**src/rtl/fll_cfg_arb.sv**
```systemverilog
// rtl/fll_cfg_arb.sv - round-robin arbiter for the shared FLL config port; FLL_CFG_ARB_TIMEOUT_EN adds an ack watchdog
module fll_cfg_arb #(
  parameter int NREQ        = 2,
  parameter int TIMEOUT_CYC = 255
) (
  input  logic                 ref_clk,
  input  logic                 rst_n,
  input  logic [NREQ-1:0]      req_valid,
  input  logic [NREQ-1:0]      req_web,
  input  logic [2*NREQ-1:0]    req_ad,
  input  logic [32*NREQ-1:0]   req_d,
  output logic [NREQ-1:0]      req_done,
  output logic [NREQ-1:0]      req_err,
  output logic [31:0]          req_rdata,
  output logic                 cfgreq,
  output logic                 cfgweb,
  output logic [1:0]           cfgad,
  output logic [31:0]          cfgd,
  input  logic                 cfgack,
  input  logic [31:0]          cfgq
);

  localparam int OW = $clog2(NREQ);
  localparam logic [OW-1:0] LAST_IDX = OW'(NREQ - 1);
  localparam logic [OW-1:0] ONE_IDX  = OW'(1);

  typedef enum logic [1:0] {
    IDLE    = 2'd0,
    REQ     = 2'd1,
    RELEASE = 2'd2
  } state_t;

  state_t          state_q, state_d;
  logic [OW-1:0]   owner_q, owner_d;
  logic [OW-1:0]   rr_q, rr_d;
  logic [OW-1:0]   grant_idx, next_idx;
  logic            grant_valid;
  logic            timeout;
  logic [31:0]     rdata_q, rdata_d;
  logic            cfgreq_d, cfgweb_d;
  logic [1:0]      cfgad_d;
  logic [31:0]     cfgd_d;
  logic [NREQ-1:0] done_d, err_d;
  logic [31:0]     req_rdata_d;
  logic [NREQ-1:0] eligible;
  logic [1:0]      ad_arr [NREQ];
  logic [31:0]     d_arr  [NREQ];

  for (genvar g = 0; g < NREQ; g++) begin : g_unpack
    assign ad_arr[g] = req_ad[2*g +: 2];
    assign d_arr[g]  = req_d[32*g +: 32];
  end

  // The owner that just completed still has req_valid high during its req_done cycle; mask it so it is not re-granted.
  assign eligible = req_valid & ~req_done;
  assign next_idx = (owner_q == LAST_IDX) ? '0 : owner_q + ONE_IDX;

  // Round-robin pick: first eligible requester at or after rr_ptr, wrapping at NREQ.
  always_comb begin
    int            idx;
    logic [OW-1:0] cand;
    grant_valid = 1'b0;
    grant_idx   = rr_q;
    for (int i = 0; i < NREQ; i++) begin
      idx = int'(rr_q) + i;
      if (idx >= NREQ) idx = idx - NREQ;
      cand = idx[OW-1:0];
      if (!grant_valid && eligible[cand]) begin
        grant_valid = 1'b1;
        grant_idx   = cand;
      end
    end
  end

`ifdef FLL_CFG_ARB_TIMEOUT_EN
  localparam int CW = 16;
  logic [CW-1:0] tmo_cnt;

  // Ack watchdog: cleared on grant, counts through REQ and RELEASE, holds in IDLE.
  always_ff @(posedge ref_clk or negedge rst_n) begin
    if (!rst_n) begin
      tmo_cnt <= '0;
    end else if (state_q == IDLE) begin
      if (grant_valid) tmo_cnt <= '0;
    end else begin
      tmo_cnt <= tmo_cnt + CW'(1);
    end
  end

  assign timeout = (state_q != IDLE) && (tmo_cnt == CW'(TIMEOUT_CYC));
`else
  logic unused_timeout_cyc;
  assign unused_timeout_cyc = |TIMEOUT_CYC;
  assign timeout = 1'b0;
`endif

  // State register plus all registered outputs and datapath.
  always_ff @(posedge ref_clk or negedge rst_n) begin
    if (!rst_n) begin
      state_q   <= IDLE;
      owner_q   <= '0;
      rr_q      <= '0;
      rdata_q   <= '0;
      cfgreq    <= 1'b0;
      cfgweb    <= 1'b1;
      cfgad     <= '0;
      cfgd      <= '0;
      req_done  <= '0;
      req_err   <= '0;
      req_rdata <= '0;
    end else begin
      state_q   <= state_d;
      owner_q   <= owner_d;
      rr_q      <= rr_d;
      rdata_q   <= rdata_d;
      cfgreq    <= cfgreq_d;
      cfgweb    <= cfgweb_d;
      cfgad     <= cfgad_d;
      cfgd      <= cfgd_d;
      req_done  <= done_d;
      req_err   <= err_d;
      req_rdata <= req_rdata_d;
    end
  end

  // Next-state: grant, wait for ack, wait for ack release; watchdog aborts to IDLE.
  always_comb begin
    state_d = state_q;
    case (state_q)
      IDLE:    if (grant_valid) state_d = REQ;
      REQ:     if (timeout) state_d = IDLE;
               else if (cfgack) state_d = RELEASE;
      RELEASE: if (timeout || !cfgack) state_d = IDLE;
      default: state_d = IDLE;
    endcase
  end

  // Output/datapath next values: capture on grant, hold while owned, complete or abort.
  always_comb begin
    owner_d     = owner_q;
    rr_d        = rr_q;
    rdata_d     = rdata_q;
    cfgreq_d    = cfgreq;
    cfgweb_d    = cfgweb;
    cfgad_d     = cfgad;
    cfgd_d      = cfgd;
    done_d      = '0;
    err_d       = '0;
    req_rdata_d = req_rdata;
    case (state_q)
      IDLE: begin
        if (grant_valid) begin
          owner_d  = grant_idx;
          cfgreq_d = 1'b1;
          cfgweb_d = req_web[grant_idx];
          cfgad_d  = ad_arr[grant_idx];
          cfgd_d   = d_arr[grant_idx];
        end
      end
      REQ, RELEASE: begin
        if (timeout) begin
          cfgreq_d        = 1'b0;
          cfgweb_d        = 1'b1;
          done_d[owner_q] = 1'b1;
          err_d[owner_q]  = 1'b1;
          req_rdata_d     = '0;
          rr_d            = next_idx;
        end else if (state_q == REQ) begin
          if (cfgack) begin
            rdata_d  = cfgweb ? cfgq : '0;
            cfgreq_d = 1'b0;
            cfgweb_d = 1'b1;
          end
        end else if (!cfgack) begin
          done_d[owner_q] = 1'b1;
          req_rdata_d     = rdata_q;
          rr_d            = next_idx;
        end
      end
      default: ;
    endcase
  end

endmodule

```
**config.mk**
```make
export PLATFORM = sky130hd
export DESIGN_NAME = fll_cfg_arb
export DESIGN_NICKNAME = d
export VERILOG_FILES = /design/src/rtl/fll_cfg_arb.sv
export SDC_FILE = /design/constraint.sdc
export NUM_CORES = 1
export LEC_CHECK = 0
export ABC_AREA = 1
export CAP_MARGIN = 5
export CORE_UTILIZATION = 30
export DETAILED_ROUTE_END_ITERATION = 16
export PLACE_DENSITY = 0.58
export SYNTH_ARGS = -nofsm -noshare
export SYNTH_HDL_FRONTEND = slang
export SYNTH_SLANG_ARGS = --single-unit
```
**constraint.sdc**
```tcl
create_clock -name ref_clk -period 2.1 [get_ports ref_clk]
set_input_delay 0.42 -clock ref_clk [delete_from_list [all_inputs] [get_ports ref_clk]]
set_output_delay 0.42 -clock ref_clk [all_outputs]
set_load 0.1 [all_outputs]
```
# Yosys cells after proc, flatten, opt, wreduce, memory -nomap -nowiden
# Index checks and enable logic that the tools add are counted.
# totals
ff_bits	106
wordCells	82
# op_classes
n_addsub	4
magnitude_cmp	8
n_eq_ne	7
muxes	37
n_bitwise	5
reduce_logical	11
# op_table
op	n
$mux 32	4
$mux 1	20
$mux 2	9
$ne 2x2->1 const B	5
$reduce_and 3->1	3
$lt 1x2->1 const B	4
$pmux 2 s3	1
$ge 2x2->1 const B	2
$pmux 1 s2	2
$reduce_and 4->1	1
$add 1x1->2 const B	1
$and 2x2->2	1
$eq 2x1->1 const B	1
$eq 2x2->1 const B	1
$ge 1x2->1 const B	1
$logic_and 1x1->1	2
$logic_not 2->1	1
$not 1->1	2
$not 1->2	1
$not 2->2	1
$reduce_and 2->1	1
$reduce_bool 2->1	1
$reduce_or 2->1	1
$sub 1x1->1 const B	2
other kinds (4)	4

# Longest topological paths before layout
# depth
depth_word	12
mapped_depth	9
mapped_depth_nobuf	8

# Least setup slack after synthesis
# No wires, ideal clock.
# synth_timing
path_type	register to register
startpoint	register req_done[1]
endpoint	register cfgd[10]
t_arrival_ps	1840
required_time_ps	2032
path_slack_ps	193
stages_incl_launch_ff	10
path_buffers	1
period_less_slack_ps	1907
cell_sequence	dfrtp_1 inv_1 nand2_1 nand2_1 inv_2 nor2_4 inv_2 clkbuf_1 nand2_1 nand2_1
# synth_via
elab_chain_len	12
word_cells_on_any_way	17
# synth_rtl
item	line_no	source
from (decl)	12	output logic [NREQ-1:0] req_done,
from (signal assigned)	120	req_done <= done_d;
$not 2->2 (*)	55	assign eligible = req_valid & ~req_done;
$and 2x2->2 (*)	55	
$mux 1 (not written as such) (2 in a row)	68	if (!grant_valid && eligible[cand]) begin
$mux 1	68	
$logic_not 1->1	68	
$logic_and 1x1->1	68	
$mux 1	68	
$not 1->2 (not written as such)	157	cfgd_d = d_arr[grant_idx];
$mux 32 (not written as such) (3 in a row)	157	
to (signal assigned)	119	cfgd <= cfgd_d;
to (decl)	18	output logic [31:0] cfgd,
# Mark *: on every way between the ends. The rest lies on a longest branch, timed or not. The select of a mux whose other input is x is not followed.
# A chain may end at the register's enable or synchronous reset.

# Worst setup path in the final report
# layout_timing
startpoint	register cfgweb
endpoint	output port cfgweb
# layout_rtl
item	line_no	source
from (decl)	16	output logic cfgweb,
from (signal assigned)	117	cfgweb <= cfgweb_d;
# No word-level cell between the ends.

==> impl_metrics.ini <==
[run_status]
run_status = finished clean

[logic_synthesis]
yosysTopAreaCell = dfrtp_1
avgSynthCellArea_um2 = 7.990
yosys_warnings = 0
postSynthCellCount = 593
yosys.cell_types.count = 23
ys_ff_latch = 106
syn_area_um2 = 4738
synth_top_area_share_pct = 55.45
synthTopCellsByArea = dfrtp_1 55%, nand2_1 22%, o21ai_0 4.0%
ys_seq_area_share_pct = 56.01

[sta]
fin_ws_ns = 0.3382
maxSlewViolCount = 0
final.period_utilization_pct = 83.90
fin_tns_setup_ns = 0
slew_headroom_pct = 61.22
period_needed_ns = 1.762
hold_violations = 0
max_clock_freq_ghz = 0.5676
rsz0062_at_grt = no
setup_viol_count_final = 0
fin_skew_ns = 0.006746
tightestPinTransition_ns = 0.5808

[floorplan]
dieArea_um2 = 16300
num_rows = 45
io_pins = 179
fp.dieW_um = 127.7
die_h_um = 127.7
start_util_pct = 30.94
core_um2 = 15310

[layout]
final_common_cell = nand2_1
layout-drive-gt1-share_pct = 14.51
final_net_count = 871
area_growth_pct = 44.89
final_cell_mix = 280 x nand2_1, 105 x dfrtp_1, 105 x clkdlybuf4s50_1
final_util_pct = 44.83
antennaDiodeCount = 0

[global_routing]
grt_first_pass_wirelength_mm = 19.51
grtUsageTotal_pct = 15.34
grt_max_degree = 58
grt_pass1_vias = 3942
overflow = 0
antenna_found_initial = 0

[worst_setup_path]
startpoint = cfgweb
crit_slowest_cell = dfstp_2
path_depth = 1
cp-endpoint = cfgweb
critical_path_class = reg -> out
crit_chain = buf_12
setup.worst_path.end_class = output pin
worstReg2RegEnd = req_rdata[15]
r2r_cells = 7
start_kind = register
cp_top_family = flip-flops
crit_fanout = 18
worstPathRequired_ns = 1.68
rrSetupSlack_ns = 0.40
worstPathArrival_ns = 1.34
reg2reg_from = state_q[1]
cp.buffers_inverters = 1
cpPeakStageDelay_ns = 0.76

[routing]
routed_wl_mm = 12.21
post_drt_via_cell_ratio = 4.362
vias = 4257
drt_iter0_drc = 218
drcViolationCount = 0
antenna_left = 0
wl_per_cell_um = 12.51
dr.pass1.iters = 5

[clocking]
post_cts_buffers = 0
clk_latency_ns = 0.35
clock-sinks = 106
cts_made_buffers = 9
htree_levels = 3
clockRootBuffer = clkbuf_16
clk_pin_slew_ns = 0.07
tritoncts = done
cts_resized = 0
hold_buffers = 0
clockBufferDepth = 2

[min_path]
hp-class = in -> async

[placed_design]
io_buffers = 176
gp_congestion = 0.7609
dp_slack_ns = 0.1519
dp.final_hpwl_mm = 8.947

[run]
maxCapViolations = 0
worst min path at each step:
| stage | endpoint | cells after the start | start | slack, ns |
|---|---|---|---|---|
| 6_report | cfgd[7] | 1 | rst_n | 0.03 |
| 5_1_grt | cfgd[7] | 1 | rst_n | 0.06 |
| 4_1_cts | cfgd[3] | 1 | rst_n | 0.05 |
| 3_5_place_dp | cfgd[3] | 1 | rst_n | 0.43 |
| 3_3_place_gp | cfgd[2] | 1 | rst_n | 0.42 |
| 2_1_floorplan | cfgad[0] | 0 | rst_n | 0.12 |
sequential cells by signal, indices dropped and copies added (netlist names):
register,cells
owner_q,1
cfgreq,1
cfgd,32
req_done,2
cfgweb,1
req_rdata,32
rr_q,1
state_q,2
rdata_q,32
cfgad,2
metal layers:
layer	GRT usage, %	vias to the layer above	routed length (um)
met1	19.67	1961	5550
met3	2.880	8	665
met4	6.021	0	142
met5	0	-	0
met2	25.68	126	5852
li1	-	2162	-
cells by family (layout without fill, tap and decap cells):
| kind of cell | count (synthesis) | in the layout | synth area share, % |
|---|---|---|---|
| AOI/OAI and AO/OA | 72 | 72 | 7.948 |
| adders and majority gates | 4 | 4 | 1.056 |
| and+or+nand+nor | 328 | 328 | 27.33 |
| DFF | 106 | 106 | 56.01 |
| other | 1 | 2 | 0.07914 |
| buffers and inverters | 82 | 253 | 7.578 |
stage by stage:
stage	std cells	area [um2]	hold WS, ns
3_5_place_dp	960	6581	0.4297
4_1_cts	976	6865	0.05002
3_3_place_gp	960	6581	0.4219
2_1_floorplan	594	4742	0.1244
6_report	976	6865	0.03457
5_1_grt	976	6865	0.06364
final cells by class:
type	count	area [um2]
clock buffers	13	260.3
clock inverters	3	23.77
fillers	1543	8449
inverters	46	172.7
multi-input cells	406	1732
flip-flops and latches	106	2654
well taps	211	264.0
repair buffers	191	1759
cells in the mapped netlist:
master / n
buf_4: 2
inv_2: 2
nor2_4: 1
o22ai_1: 1
conb_1: 1
o21ai_1: 26
dfstp_2: 1
or2_4: 1
o21ai_2: 4
buf_2: 11
nand2_2: 1
buf_6: 4
a21oi_1: 3
dfrtp_1: 105
nand2_1: 281
ha_1: 4
inv_1: 44
buf_1: 3
clkbuf_1: 16
o21ai_0: 38
nor2_1: 6
or2_1: 1
nand3_1: 37
worst reg2reg max path, stage by stage (launching register included):
cell     delay (ns)
dfrtp_1        0.37
inv_1          0.08
ha_1           0.21
or2_1          0.24
or2_4          0.35
buf_4          0.22
nand2_1        0.06
o21ai_1        0.06
Power is left out: the tool's default activity adds up to more than one toggle a clock period on the data nets, which glitch-free logic cannot reach.
